<file path="src/rtl/dac_slew_ctrl.sv">
// Slew-rate limited DAC code controller: an asynchronous strobe captures a clamped
// target code, and dac ramps toward it in STEP-sized moves spaced DWELL+1 cycles apart.
module dac_slew_ctrl #(
    parameter int N     = 10,
    parameter int STEP  = 4,
    parameter int DWELL = 8
) (
    input  logic         clk,
    input  logic         reset,
    input  logic         strobe,
    input  logic [N-1:0] value,
    input  logic [N-1:0] min_code,
    input  logic [N-1:0] max_code,
    input  logic         hold,
    output logic [N-1:0] dac,
    output logic         busy,
    output logic         settled,
    output logic         sat
);

    typedef enum logic [1:0] {S_IDLE, S_STEP, S_WAIT} state_t;

    localparam logic [N:0]   STEP_W   = (N+1)'(STEP);
    localparam logic [N-1:0] STEP_N   = N'(STEP);
    localparam logic [7:0]   DWELL_M1 = 8'(DWELL - 1);

    state_t       state, state_n;
    logic [N-1:0] target, dac_n, clamp;
    logic [7:0]   cnt, cnt_n;
    logic [2:0]   sync_q;
    logic         cap, clamp_sat, settled_n, up;
    logic [N:0]   diff;

    // sync_q[1:0] is the 2-flop synchronizer; sync_q[2] is the edge detector's history
    always_ff @(posedge clk or negedge reset) begin
        if (!reset) sync_q <= '0;
        else        sync_q <= {sync_q[1:0], strobe};
    end

    assign cap = sync_q[1] & ~sync_q[2];

    always_comb begin
        clamp     = value;
        clamp_sat = 1'b0;
        if (min_code > max_code) begin
            clamp     = min_code;
            clamp_sat = 1'b1;
        end else if (value < min_code) begin
            clamp     = min_code;
            clamp_sat = 1'b1;
        end else if (value > max_code) begin
            clamp     = max_code;
            clamp_sat = 1'b1;
        end
    end

    // Captures are independent of hold and of the ramp state
    always_ff @(posedge clk or negedge reset) begin
        if (!reset) begin
            target <= '0;
            sat    <= 1'b0;
        end else if (cap) begin
            target <= clamp;
            sat    <= clamp_sat;
        end
    end

    assign up   = target > dac;
    assign diff = up ? ({1'b0, target} - {1'b0, dac}) : ({1'b0, dac} - {1'b0, target});

    always_ff @(posedge clk or negedge reset) begin
        if (!reset) begin
            state   <= S_IDLE;
            dac     <= '0;
            cnt     <= '0;
            settled <= 1'b0;
        end else begin
            state   <= state_n;
            dac     <= dac_n;
            cnt     <= cnt_n;
            settled <= settled_n;
        end
    end

    // A full STEP move never overshoots, so dac stays inside [0, 2^N-1]
    always_comb begin
        state_n   = state;
        dac_n     = dac;
        cnt_n     = cnt;
        settled_n = 1'b0;
        if (!hold) begin
            case (state)
                S_IDLE: if (dac != target) state_n = S_STEP;
                S_STEP: begin
                    if (diff <= STEP_W) begin
                        dac_n     = target;
                        settled_n = 1'b1;
                        state_n   = S_IDLE;
                    end else begin
                        dac_n   = up ? (dac + STEP_N) : (dac - STEP_N);
                        cnt_n   = DWELL_M1;
                        state_n = S_WAIT;
                    end
                end
                S_WAIT: begin
                    if (cnt == 8'd0) state_n = S_STEP;
                    else             cnt_n   = cnt - 8'd1;
                end
                default: state_n = S_IDLE;
            endcase
        end
    end

    assign busy = (dac != target);

endmodule

</file>
<file path="config.mk">
export PLATFORM = sky130hd
export DESIGN_NAME = dac_slew_ctrl
export DESIGN_NICKNAME = d
export VERILOG_FILES = /design/src/rtl/dac_slew_ctrl.sv
export SDC_FILE = /design/constraint.sdc
export NUM_CORES = 1
export LEC_CHECK = 0
export CAP_MARGIN = 40
export CORE_UTILIZATION = 38
export CTS_CLUSTER_DIAMETER = 200
export DETAILED_ROUTE_END_ITERATION = 6
export HOLD_SLACK_MARGIN = 0.05
export PLACE_DENSITY_LB_ADDON = 0.3
export SLEW_MARGIN = 20
export SYNTH_ARGS = -nofsm -noshare
export SYNTH_HDL_FRONTEND = slang
export SYNTH_SLANG_ARGS = --single-unit
</file>
<file path="constraint.sdc">
create_clock -name clk -period 4.7 [get_ports clk]
set_clock_uncertainty 0.05 [all_clocks]
set_input_delay 0.47 -clock clk [delete_from_list [all_inputs] [get_ports clk]]
set_output_delay 0.47 -clock clk [all_outputs]
set_load 0.05 [all_outputs]
</file>
# Yosys cells after proc, flatten, opt, wreduce, memory -nomap -nowiden
# Index checks and enable logic that the tools add are counted.
# totals
reg_bits,35
word_cells,52
# classes
reduce_logical,6
n_mux,19
n_eq_ne,7
bitwise_logic,3
n_lt_le_gt_ge,5
add_sub_neg,5
# op_table
op,n
two-way mux 10 bit,5
> comparator 10 bit,3
subtractor 10 x 10 -> 11 bit,2
two-way mux 8 bit,2
case mux 8 bit (2 select lines),1
"<= comparator 11 x 3 -> 1 bit, second input constant",1
two-way mux 11 bit,1
"adder 10 x 3 -> 10 bit, second input constant",1
< comparator 10 bit,1
!= test 10 bit,1
"subtractor 10 x 3 -> 10 bit, second input constant",1
zero test 8 bit,1
"!= test 2 bit, second input constant",4
"subtractor 8 x 1 -> 8 bit, second input constant",1
two-way mux 1 bit,6
two-way mux 2 bit,3
case mux 2 bit (3 select lines),1
AND reduction 4 bit,1
AND reduction 3 bit,1
"== test 2 x 1 -> 1 bit, second input constant",1
"== test 2 bit, second input constant",1
zero test 2 bit,1
inverter 1 bit,2
AND reduction 2 bit,1
2 further kinds,2

# Depth between registers and ports, before layout
# Gate-level depths: netlist of run 1.
# logic_depth
ltp_word,6
ltp_mapped,17
ltp_nobuf,16

# Worst setup path after synthesis of run 1
# OpenSTA, ideal clock, no wires.
# synth_path
kind,register to register
start,register dac[2]
end,register dac[9]
t_arrival_ps,3755
path_slack_ps,768
stages_incl_launch_ff,17
required_time_ps,4524
path_cell_list,dfrtp_1 inv_1 ha_1 nand3_2 nor4_2 or3_2 nand2_1 inv_1 ha_1 a21o_1 a21oi_1 o21ai_0 o41ai_1 xnor2_1 or3_1 a21oi_1 a311o_1
# synth_between
elab_chain_cells,4
elab_cells_between_ends,9
classes_between,add/sub (4); order compare (2); mux (3)
# synth_lines
element,line,rtl
from (decl),15,"output logic [N-1:0] dac,"
from (signal assigned),79,dac <= dac_n;
subtractor 10 x 10 -> 11 bit / > comparator 10 bit (equally long branches),"69, 68",
two-way mux 11 bit,69,"assign diff = up ? ({1'b0, target} - {1'b0, dac}) : ({1'b0, dac} - {1'b0, target});"
<= comparator 11 x 3 -> 1 bit,95,if (diff <= STEP_W) begin
two-way mux 10 bit (*),95,
# Mark *: on every way between the ends. The rest lies on a longest branch, timed or not.
# A chain may end at the register's enable or synchronous reset.

# Worst setup path after layout of run 1
# layout_path
start,register dac[6]
end,register dac[9]
# Same word-level chain as after synthesis.

==> results.txt, run 1 <==
- The run finished with clean final reports.
- For the pin with the worst max-slew slack, the measured transition is roughly 0.65 ns.
- Along the worst path, the maximum fanout reaches 14.
- Summed over all nets, wire length on met2 after detailed routing comes to roughly 4100 um.
* Max_cap viols: 0
* DR iter-0 viols: ~110
* Synthesis warning total: 0
* Buffers added on ports: between 40 and 50
- Dividing the final minimum period by the clock period gives a little under 90%.
* Primary flip-flop cell chosen by synthesis mapping: dfrtp_1
- Synthesized net count: around 540
* Number of flip-flops and latches in the synthesized netlist: 35
- CP Data Required Time: roughly 4.8 ns
- Leaving out fill and tap cells, the most frequent cells in the layout are ha_1 (61), inv_1 (54), clkdlybuf4s50_1 (46).
- The path class of the tightest hold or removal check is register to register.
* Die boundary height: between 100 and 150 um
- At the worst endpoint, the arrival time is ~4.3 ns.
* Final Power: around 0.0025 W
- Post-CTS Hold Buffers: 0
* Routed Antenna Nets: 0
* Die outline width: around 100 um
* Hold_ws: between 0.3 and 0.4 ns
- DRT Wirelength: approximately 8700 um
* Most common cell after layout, fill and taps aside: ha_1
* Setup TNS: 0 ns
* Post-Synthesis Cells: ~440
* Count of flip-flops with a built-in enable after synthesis: 0
- The mapped netlist covers around 0.0038 mm2.
- Average via count per standard cell: roughly 5.3
- The total count of hold-check failures in the final report is 0.
* Clock tree from TritonCTS: done
- List of cells traversed by the critical path: inv_1 -> ha_1 -> nand2_2 -> nor4_2 -> or3_2 -> nand2_1 -> inv_1 -> ha_1 -> a21o_1 -> a21oi_1 -> o21ai_0 -> o41ai_1 -> xnor2_1 -> or3_1 -> a21oi_1 -> a311o_1
- Via count of the first global-routing pass: approximately 3200
- The worst pin sits at a relative slew slack of 56.6%.
- Clock transition at the registers of the reported paths: 0.08 ns
- Core outline area: between 0.009 and 0.01 mm2
- Number of antenna violations at the first check in global routing: 0
- Number of diodes added for antenna fixing: 0
- Total GRT Usage: between 10% and 20%
- Summing over every cut layer, the via total after detailed routing is ~3300.
* Area taken by flip-flops and latches: 876 um2
* Proportion of synthesized flip-flops having asynchronous set or reset: 100%
* Post-CTS Resized: 0
- Post-detail-place hpwl: about 7000 um
- Summed over all layers, the global routing overflow is 0.
- Number of clock sinks: 35
- Starting Density: between 30 and 40%
* Sequential element share of the synthesized area: ~23%
- Leakage Power: ~2.1 nW
- Pin count of the biggest net entering global routing: 36
- Period minus WS final: ~4.1 ns
- Cells with a size suffix above 1 make up 7.04% of the layout.
* First-pass GRT wire length: between 10000 and 15000 um
* Relative area change from synthesis to final layout: 17.7%
- CTS buffer count: 5
- Number of H-tree levels: 2
- Highest metal layer with signal wires: met4
* Endpoint class of the critical path: register
- After filler insertion, the fill cell instance count of the layout stands at approximately 1000.
* Buffers inserted by post-CTS timing repair: 0
- FP Rows: 36
- STA classifies the critical path startpoint as a register.
- Distinct cell type count of the synthesized netlist: 68
- Timing analysis after detailed placement gives a worst setup slack of about 0.55 ns.
* Wire per inst: around 14 um
* Total Nets Final: ~580
- Derived from the worst setup path, the maximum achievable clock frequency is 0.242 GHz.
- The slowest stage of the critical path belongs to the cell ha_1.
* Max Slew Vio Count: 0
* Area occupied by multi-input gates: between 0.002 and 0.003 mm2
- The detailed router put a total of 4120 um of wire on met1.
- No sink is reached through more buffers than the 2 on the longest clock path.
* I/O pins: 47
* Avg Cell Area, Syn: between 8 and 9 um2
* Endpoints failing setup: 0
- The die covers between 0.01 and 0.015 mm2.
- Worst path setup slack after routing: ~0.56 ns
- DRC violations left: 0
* Largest vdd supply drop: ~0.18 mV
* Critical path class: register to register
- The tree is rooted in a clkbuf_8.
- In the detailed route, the total length drawn on met3 is between 300 and 400 um.
- Total power density per cell area: approximately 560 mW/mm2
- RSZ-0062 raised after global routing: false
* Detailed Routing Iterations Pass 1: 4
* GPL Wtd Cong: 0.901
* Crit-path max cell delay: 0.57 ns
* Source-to-sink clock delay at the later pin of the worst-skew pair: 0.31 ns
==> path summary, 6_finish.rpt <==
kind / start / end / slack (ns) / cells past startpoint
setup / recovery: dac[6] / dac[9] / 0.56 / 16
hold / removal: sync_q[0] / sync_q[1] / 0.31 / 0
setup reg to reg: dac[6] / dac[9] / 0.56 / 16
hold reg to reg: sync_q[0] / sync_q[1] / 0.31 / 0
max in group asynchronous: reset / dac[7] / 3.75 / 2
min in group asynchronous: reset / cnt[4] / 0.52 / 2
==> layer usage <==
| metal | up-vias | GRT usage (%) |
|---|---|---|
| met3 | 9 | 3.01 |
| met4 | 0 | 6.26 |
| met5 | - | 0 |
| met2 | 66 | 30.5 |
| met1 | 1514 | 23.0 |
| li1 | 1669 | - |
==> state kept, by name, summed over array words and instances, names as in the netlist <==
name     count
settled      1
target      10
sat          1
dac         10
state        2
sync_q       3
cnt          8
==> cells in the mapped netlist, types with 5 or more instances <==
cell type	number	area, um2
a221o_1	6	60.1
mux2i_1	22	220
nor3_1	6	30.0
inv_1	54	203
nand3_1	12	60.1
nor2_1	20	75.1
a21o_1	16	120
mux2_2	10	113
nand2b_1	7	43.8
nand2_1	38	143
clkbuf_1	6	22.5
o21ai_0	21	105
dfrtp_1	35	876
o21ai_1	10	50.1
xor2_1	6	52.6
nand4_1	5	31.3
a21oi_1	20	100
ha_1	61	763
or3_1	5	31.3
==> stage by stage <==
step,std cells,area (um2),util [%]
global route,616,4480,46.1
floorplan,441,3810,-
CTS,616,4480,46.1
detailed placement,608,4370,44.9
finish,616,4480,46.1
global placement,608,4370,44.9
==> where the power goes <==
part	leakage (nW)	total [W]	internal [W]	switching (W)
registers	0.420	0.000465	0.000373	0.0000914
clock network	0.0548	0.000282	0.000160	0.000122
logic	1.63	0.00178	0.000747	0.00104
==> critical path, delay by kind of cell (launching register included) <==
family | cells | cell delay [ns]
simple gates | 5 | 0.99
buf+inv | 2 | 0.30
fa+ha+maj | 2 | 0.84
compound gates | 6 | 1.25
xor+xnor | 1 | 0.19
flops | 1 | 0.41
==> kinds of logic after synthesis <==
| logic type | after synthesis | synth area share, % |
|---|---|---|
| xor+xnor | 10 | 2.30 |
| mux | 34 | 9.33 |
| buf+inv | 70 | 8.11 |
| compound gates | 111 | 20.7 |
| simple gates | 119 | 16.0 |
| fa+ha+maj | 62 | 20.6 |
| flops | 35 | 23.0 |
==> area by class of cell <==
class / count / share of cell area [%]
Timing Repair Buffer: 50 / 10.9
Clock buffer: 5 / 1.54
Sequential cell: 35 / 19.5
Inverter: 54 / 4.52
Tap cell: 133 / 3.71
Multi-Input combinational cell: 336 / 58.7
Clock inverter: 3 / 1.03
(Power assumes the default switching activity.)
==> run 2, diff against run 1 <==
--- a/config.mk
+++ b/config.mk
@@ -6,6 +6,7 @@
 export NUM_CORES = 1
 export LEC_CHECK = 0
 export CAP_MARGIN = 40
+export CORE_ASPECT_RATIO = 0.8
 export CORE_UTILIZATION = 38
 export CTS_CLUSTER_DIAMETER = 200
 export DETAILED_ROUTE_END_ITERATION = 6
==> results.txt, run 2 (synthesis results as in run 1) <==
- The run finished with clean final reports.
* RSZ-0062 raised after global routing: false
- The clock sink count came to 35 (unchanged).
- The number of maximum-capacitance constraint violations came to 0 (unchanged).
* Pin slew with the least headroom to its limit: 0.778 ns (+0.128 ns)
- Number of H-tree levels: 2 (unchanged)
- The via count normalized by instance count came to 5.33 (+0.77%).
- The worst slew margin relative to its limit is 48.1% (-8.5 points).
- Crit share post-route: 91.6% (+3.6 points)
- The root buffer cell chosen for the clock tree is clkbuf_16.
- Wire per inst: 14.5 um (+3.0%)
- Ratio of cells with drive above 1 in the final layout: 7.04% (unchanged)
- The critical path data arrival time was 4.42 ns (+0.15 ns).
- Detailed Routing Iterations Pass 1: 6 (+2)
* DRC violations left: 0 (unchanged)
* Setup TNS: 0 ns (unchanged)
- The endpoint identified for the worst register-to-register timing path is dac[9].
- Post-CTS Hold Buffers: 0 (unchanged)
- The worst hold path stage count is 0 (unchanged).
- The number of endpoints failing setup at the final stage was 0 (unchanged).
* Clock tree from TritonCTS: done
- End point of the worst hold path: sync_q[1]
* Buffers inserted by post-CTS timing repair: 0 (unchanged)
- Max Slew Vio Count: 0 (unchanged)
* Total Nets Final: 578 (unchanged)
* Source-to-sink clock delay at the later pin of the worst-skew pair: 0.28 ns (-0.03 ns)
* Reg2Reg Launch Point: dac[6]
- Leaving out fill and tap cells, the most frequent cell in the layout is ha_1.
- The die area was 0.0104 mm2 (about the same).
* Number of diodes added for antenna fixing: 0 (unchanged)
* Critical path class: register to register
* Count of vias placed by the detailed router: 3299 (+1.3%)
- The top cell types in the final layout, fill and taps aside, are ha_1 (61), inv_1 (54), clkdlybuf4s50_1 (46).
- Die outline width: 114 um (+12%)
- The maximum root-to-sink buffer count is 2 (unchanged).
* Critical path peak fanout: 14 (unchanged)
* Starting Density: 39.3% (+0.16 points)
- HP Start: sync_q[0]
- CTS buffer count: 5 (unchanged)
* Placed instance area: 0.00437 mm2 (about the same)
* I/O pins: 47 (unchanged)
- Routed Antenna Nets: 0 (unchanged)
* Post-CTS Resized: 0 (unchanged)
- Via count of the first global-routing pass: 3240 (+0.59%)
- The required arrival time at the worst endpoint was 4.81 ns (-0.02 ns).
- The count of cells along the worst register-to-register path is 16 (unchanged).
- Hold violation total from the final report: 0 (unchanged)
- GPL Wtd Cong: 0.860 (-4.5%)
- Leakage Power: 2.14 nW (+1.4%)
* DRT Wirelength: 8980 um (+3.5%)
- The count of port buffers added during placement is 46 (unchanged).
- The number of standard-cell rows in the floorplan was 32 (-11%).
* Clock transition at the registers of the reported paths: 0.06 ns (-0.02 ns)
* Worst min-delay path category: register to register
- The worst setup path is launched from a register.
* Total non-filler cell area in the finished layout: 0.00454 mm2 (+1.4%)
- The combined global-route utilization of all metal layers is 18.2% (+0.19 points).
- The global-route wire length before repair came to 15300 um (+3.6%).
* Largest vdd supply drop: 0.203 mV (+12%)
- The die height was 91.6 um (-10%).
* Core outline area: 0.00969 mm2 (-0.41%)
- Overall overflow remaining after global route: 0 (unchanged)
- STA classifies the critical path endpoint as a register.
- The areal power density over the cells is 582 mW/mm2 (+3.2%).
* Fmax achieved: 0.232 GHz (-3.9%)
* Register-to-register setup slack: 0.39 ns (-0.17 ns)
- The share of the core filled with cells was 46.9% (+0.82 points).
- The largest registers in the layout are dac (10), target (10), cnt (8).
* Relative area change from synthesis to final layout: 19.3%
- DR iter-0 viols: 114 (+4.6%)
- Post-detail-place hpwl: 7100 um (+1.1%)
* Period minus WS final: 4.31 ns (+0.168 ns)
* Pin count of the biggest net entering global routing: 36 (unchanged)
* Layout fillers: 968 (-3.5%)
- Number of antenna violations at the first check in global routing: 0 (unchanged)
==> run 2: cell types whose count changed in the layout (fill, tap and decap cells not counted), sizes merged <==
cell / delta
clkinv: +1
clkinvlp: -1
==> run 2: worst max-delay path by stage <==
stage | start | to | slack, ns
finish | dac[6] | dac[9] | 0.39
global route | dac[6] | dac[9] | 0.06
CTS | dac[6] | dac[9] | 0.44
detailed placement | dac[6] | dac[9] | 0.45
global placement | dac[6] | dac[9] | 0.66
floorplan | dac[2] | dac[9] | 0.77
==> run 2: cell type report <==
type,count,area (um2),area share (%)
timing repair buffer,50,490,10.8
clock inverter,3,47.5,1.05
clock buffer,5,125,2.75
multi-input combinational,336,2630,57.9
inverter,54,203,4.46
sequential,35,876,19.3
tap,136,170,3.74
==> run 2: power breakdown <==
part / internal, W / total (W) / switching (W) / leakage [nW]
Clock: 0.000253 / 0.000385 / 0.000132 / 0.0844
Combinational: 0.000749 / 0.00179 / 0.00105 / 1.63
Sequential: 0.000374 / 0.000468 / 0.0000937 / 0.420
==> run 2: through the flow <==
step | power [W] | setup WS (ns) | instances | hold WS, ns
after global routing | 0.00289 | 0.0632 | 619 | 0.311
after floorplan | 0.00187 | 0.768 | 441 | 0.124
after detailed placement | 0.00225 | 0.453 | 611 | 0.287
after CTS | 0.00265 | 0.437 | 619 | 0.302
after global placement | 0.00222 | 0.657 | 611 | 0.288
final | 0.00265 | 0.393 | 619 | 0.299
==> run 2: critical path, cell delays in order (launching register included) <==
cell	delay, ns
dfrtp_1	0.42
inv_1	0.07
ha_1	0.56
nand2_2	0.17
nor4_2	0.42
or3_2	0.21
nand2_1	0.14
inv_1	0.25
ha_1	0.28
a21o_1	0.17
a21oi_1	0.20
o21ai_0	0.15
o41ai_1	0.39
xnor2_1	0.18
or3_1	0.13
a21oi_1	0.06
a311o_1	0.34
==> run 2: layer usage <==
metal / part of all wire (%) / vias to the layer above / track usage, % / routed length (um)
met4: 1.5 / 0 / 5.41 / 134
met3: 3.6 / 9 / 2.67 / 326
met2: 45 / 79 / 29.5 / 4040
met1: 50 / 1551 / 24.7 / 4480
met5: 0 / - / 0 / 0
li1: - / 1660 / - / -
==> run 3, diff against run 2 <==
--- a/config.mk
+++ b/config.mk
@@ -7,9 +7,11 @@
 export LEC_CHECK = 0
 export CAP_MARGIN = 40
 export CORE_ASPECT_RATIO = 0.8
+export CORE_MARGIN = 4
 export CORE_UTILIZATION = 38
 export CTS_CLUSTER_DIAMETER = 200
 export DETAILED_ROUTE_END_ITERATION = 6
+export DONT_BUFFER_PORTS = 1
 export HOLD_SLACK_MARGIN = 0.05
 export PLACE_DENSITY_LB_ADDON = 0.3
 export SLEW_MARGIN = 20
==> results.txt, run 3 (synthesis results as in run 1) <==
* Status: finished, final reports clean
* Total Nets Final: 543 (-6.1%)
- Number of clock sinks: 35 (unchanged)
* GPL Wtd Cong: 0.852 (-0.95%)
* Number of H-tree levels: 2 (unchanged)
- Layout fillers: 954 (-1.4%)
* Fmax achieved: 0.242 GHz (+4.2%)
- The proportion of layout cells with a drive suffix above 1 was 9.82% (+2.8 points).
- The final critical path time including I/O delays and setup was 4.13 ns (-0.173 ns).
* Die boundary height: 97.6 um (+6.6%)
* Endpoint class of the critical path: register
- The met2 routing resource usage after global routing is 24.2% (-5.4 points).
- Worst Reg-to-Reg Cells: 17 (+1)
* Die outline width: 120 um (+5.3%)
* Most common cell after layout, fill and taps aside: ha_1
- Cell count after placement: 574 (-6.1%)
* Detailed Routing Iterations Pass 1: 4 (-2)
- The number of gates resized after cts is 0 (unchanged).
- The leakage dissipation was 2.01 nW (-5.8%).
- The slew at the pin closest to its max-slew limit was 0.874 ns (+0.0956 ns).
- The wire length reported by the detailed router is 9090 um (+1.2%).
- Buffer levels on the longest clock path: 2 (unchanged)
- Post-detail-place hpwl: 7140 um (+0.56%)
- Endpoints failing setup: 0 (unchanged)
- TritonCTS built the clock tree.
* Global-route met3 utilization: 4.19% (+1.5 points)
* Pin count of the biggest net entering global routing: 36 (unchanged)
- I/O pins: 47 (unchanged)
* Most frequent cells in the layout: ha_1 (61), inv_1 (54), nand2_1 (38)
- Setup TNS: 0 ns (unchanged)
- The via count normalized by instance count came to 5.49 (+3.1%).
* Worst slew margin relative to its limit: 41.8% (-6.4 points)
- Overall overflow remaining after global route: 0 (unchanged)
- Number of diodes added for antenna fixing: 0 (unchanged)
- CTS placed an instance of clkbuf_16 at the clock tree root.
* First-pass GRT wire length: 15200 um (-0.13%)
- Die area: 0.0117 mm2 (+12%)
* Largest vdd supply drop: 0.215 mV (+6.2%)
- Starting Density: 39.2% (-0.16 points)
- The number of maximum-capacitance constraint violations came to 0 (unchanged).
- Source-to-sink clock delay at the later pin of the worst-skew pair: 0.28 ns (about the same)
- The number of antenna violations at the first check in global routing came to 0 (unchanged).
* Max Slew Vio Count: 0 (unchanged)
- The worst hold path stage count came to 0 (unchanged).
- The setup fix buffers added after clock tree synthesis was 0 (unchanged).
- The total via count after detailed routing was 3209 (-2.7%).
- The worst hold path belongs to the class input pin to register.
- STA classifies the critical path startpoint as a register.
* Clock transition at the registers of the reported paths: 0.06 ns (about the same)
- Critical path class: register to register
* Via count of the first global-routing pass: 3131 (-3.4%)
- The global routing stage identified its most utilized layer as met2.
- Final cell count without fillers: 584 (-5.7%)
- The area of the core was 0.00973 mm2 (+0.41%).
- Total GRT Usage: 15.8% (-2.4 points)
* Total power density per cell area: 625 mW/mm2 (+7.3%)
- DR iter-0 viols: 144 (+26%)
- The count of port buffers added during placement was 0 (-100%).
- Final Power: 0.00261 W (-1.2%)
- FP Rows: 32 (unchanged)
* Registers with the most flip-flops: dac (10), target (10), cnt (8)
* CTS buffer count: 5 (unchanged)
* CP Data Required Time: 4.82 ns (about the same)
- Compared with the post-synthesis result, the final layout area differs by 9.75%.
- Hold_ws: 0.160 ns (-0.139 ns)
- Crit share post-route: 88.0% (-3.7 points)
- Arrival @ worst endpoint: 4.25 ns (-0.17 ns)
- The worst-path maximum fanout was 8 (-6).
- The detail-routed net length per standard cell is 15.6 um (+7.3%).
* Hold violation total from the final report: 0 (unchanged)
- Met1 demand-to-capacity share in global routing: 21.7% (-3.0 points)
* Routed Antenna Nets: 0 (unchanged)
- Setup repair after global routing left no endpoint under its margin.
- DRC violations left: 0 (unchanged)
-- run 3: cell type report --
type                            instances  area (um2)  area share [%]
Clock buffer                            5         125            2.99
Clock inverter                          3        47.5            1.14
Inverter                               54         203            4.85
Multi-Input combinational cell        336        2630            63.0
Sequential cell                        35         876            20.9
Tap cell                              136         170            4.07
Timing Repair Buffer                   15         128            3.05
-- run 3: per-layer routing --
layer	vias to the layer above	share of wire (%)	wire [um]
met3	11	6.9	629
li1	1604	-	-
met2	89	44	3970
met4	0	1.6	144
met1	1505	48	4340
met5	-	0	0
-- run 3: timing repair --
item | CTS | global route
setup endpoints to repair | 0 | 0
hold buffers | 2 | 0
endpoints found under the hold margin | 35 | 0
-- run 3: worst paths after layout --
kind / start / to / slack, ns
max in group asynchronous: reset / dac[8] / 3.83
min in group asynchronous: reset / cnt[3] / 0.58
min reg2reg: sync_q[0] / sync_q[1] / 0.30
max reg2reg: dac[1] / dac[9] / 0.57
max: dac[1] / dac[9] / 0.57
min: strobe / sync_q[0] / 0.16
-- run 3: metrics by stage --
step           area [um2]  utilization, %  setup WS, ns
6_report             4180            43.0         0.566
2_1_floorplan        3810               -         0.768
3_5_place_dp         3980            40.9         0.592
3_3_place_gp         3980            40.9         0.724
5_1_grt              4180            43.0         0.244
4_1_cts              4180            43.0         0.601
-- run 3: worst max-delay path, cell delays in order (launching register included) --
cell	delay, ns
dfrtp_1	0.32
buf_4	0.20
inv_1	0.08
ha_1	0.40
and4_1	0.23
a311oi_2	0.25
o211ai_1	0.19
nand2_1	0.23
inv_1	0.19
ha_1	0.32
a21o_1	0.18
a21oi_1	0.20
o21ai_0	0.16
o41ai_1	0.33
xnor2_1	0.19
or3_1	0.14
a21oi_1	0.06
a311o_1	0.30
-- run 3: where the power goes --
group	internal, W	switching [W]	total [W]
clock	0.000253	0.000140	0.000393
combinational	0.000712	0.00108	0.00179
sequential	0.000374	0.0000590	0.000433
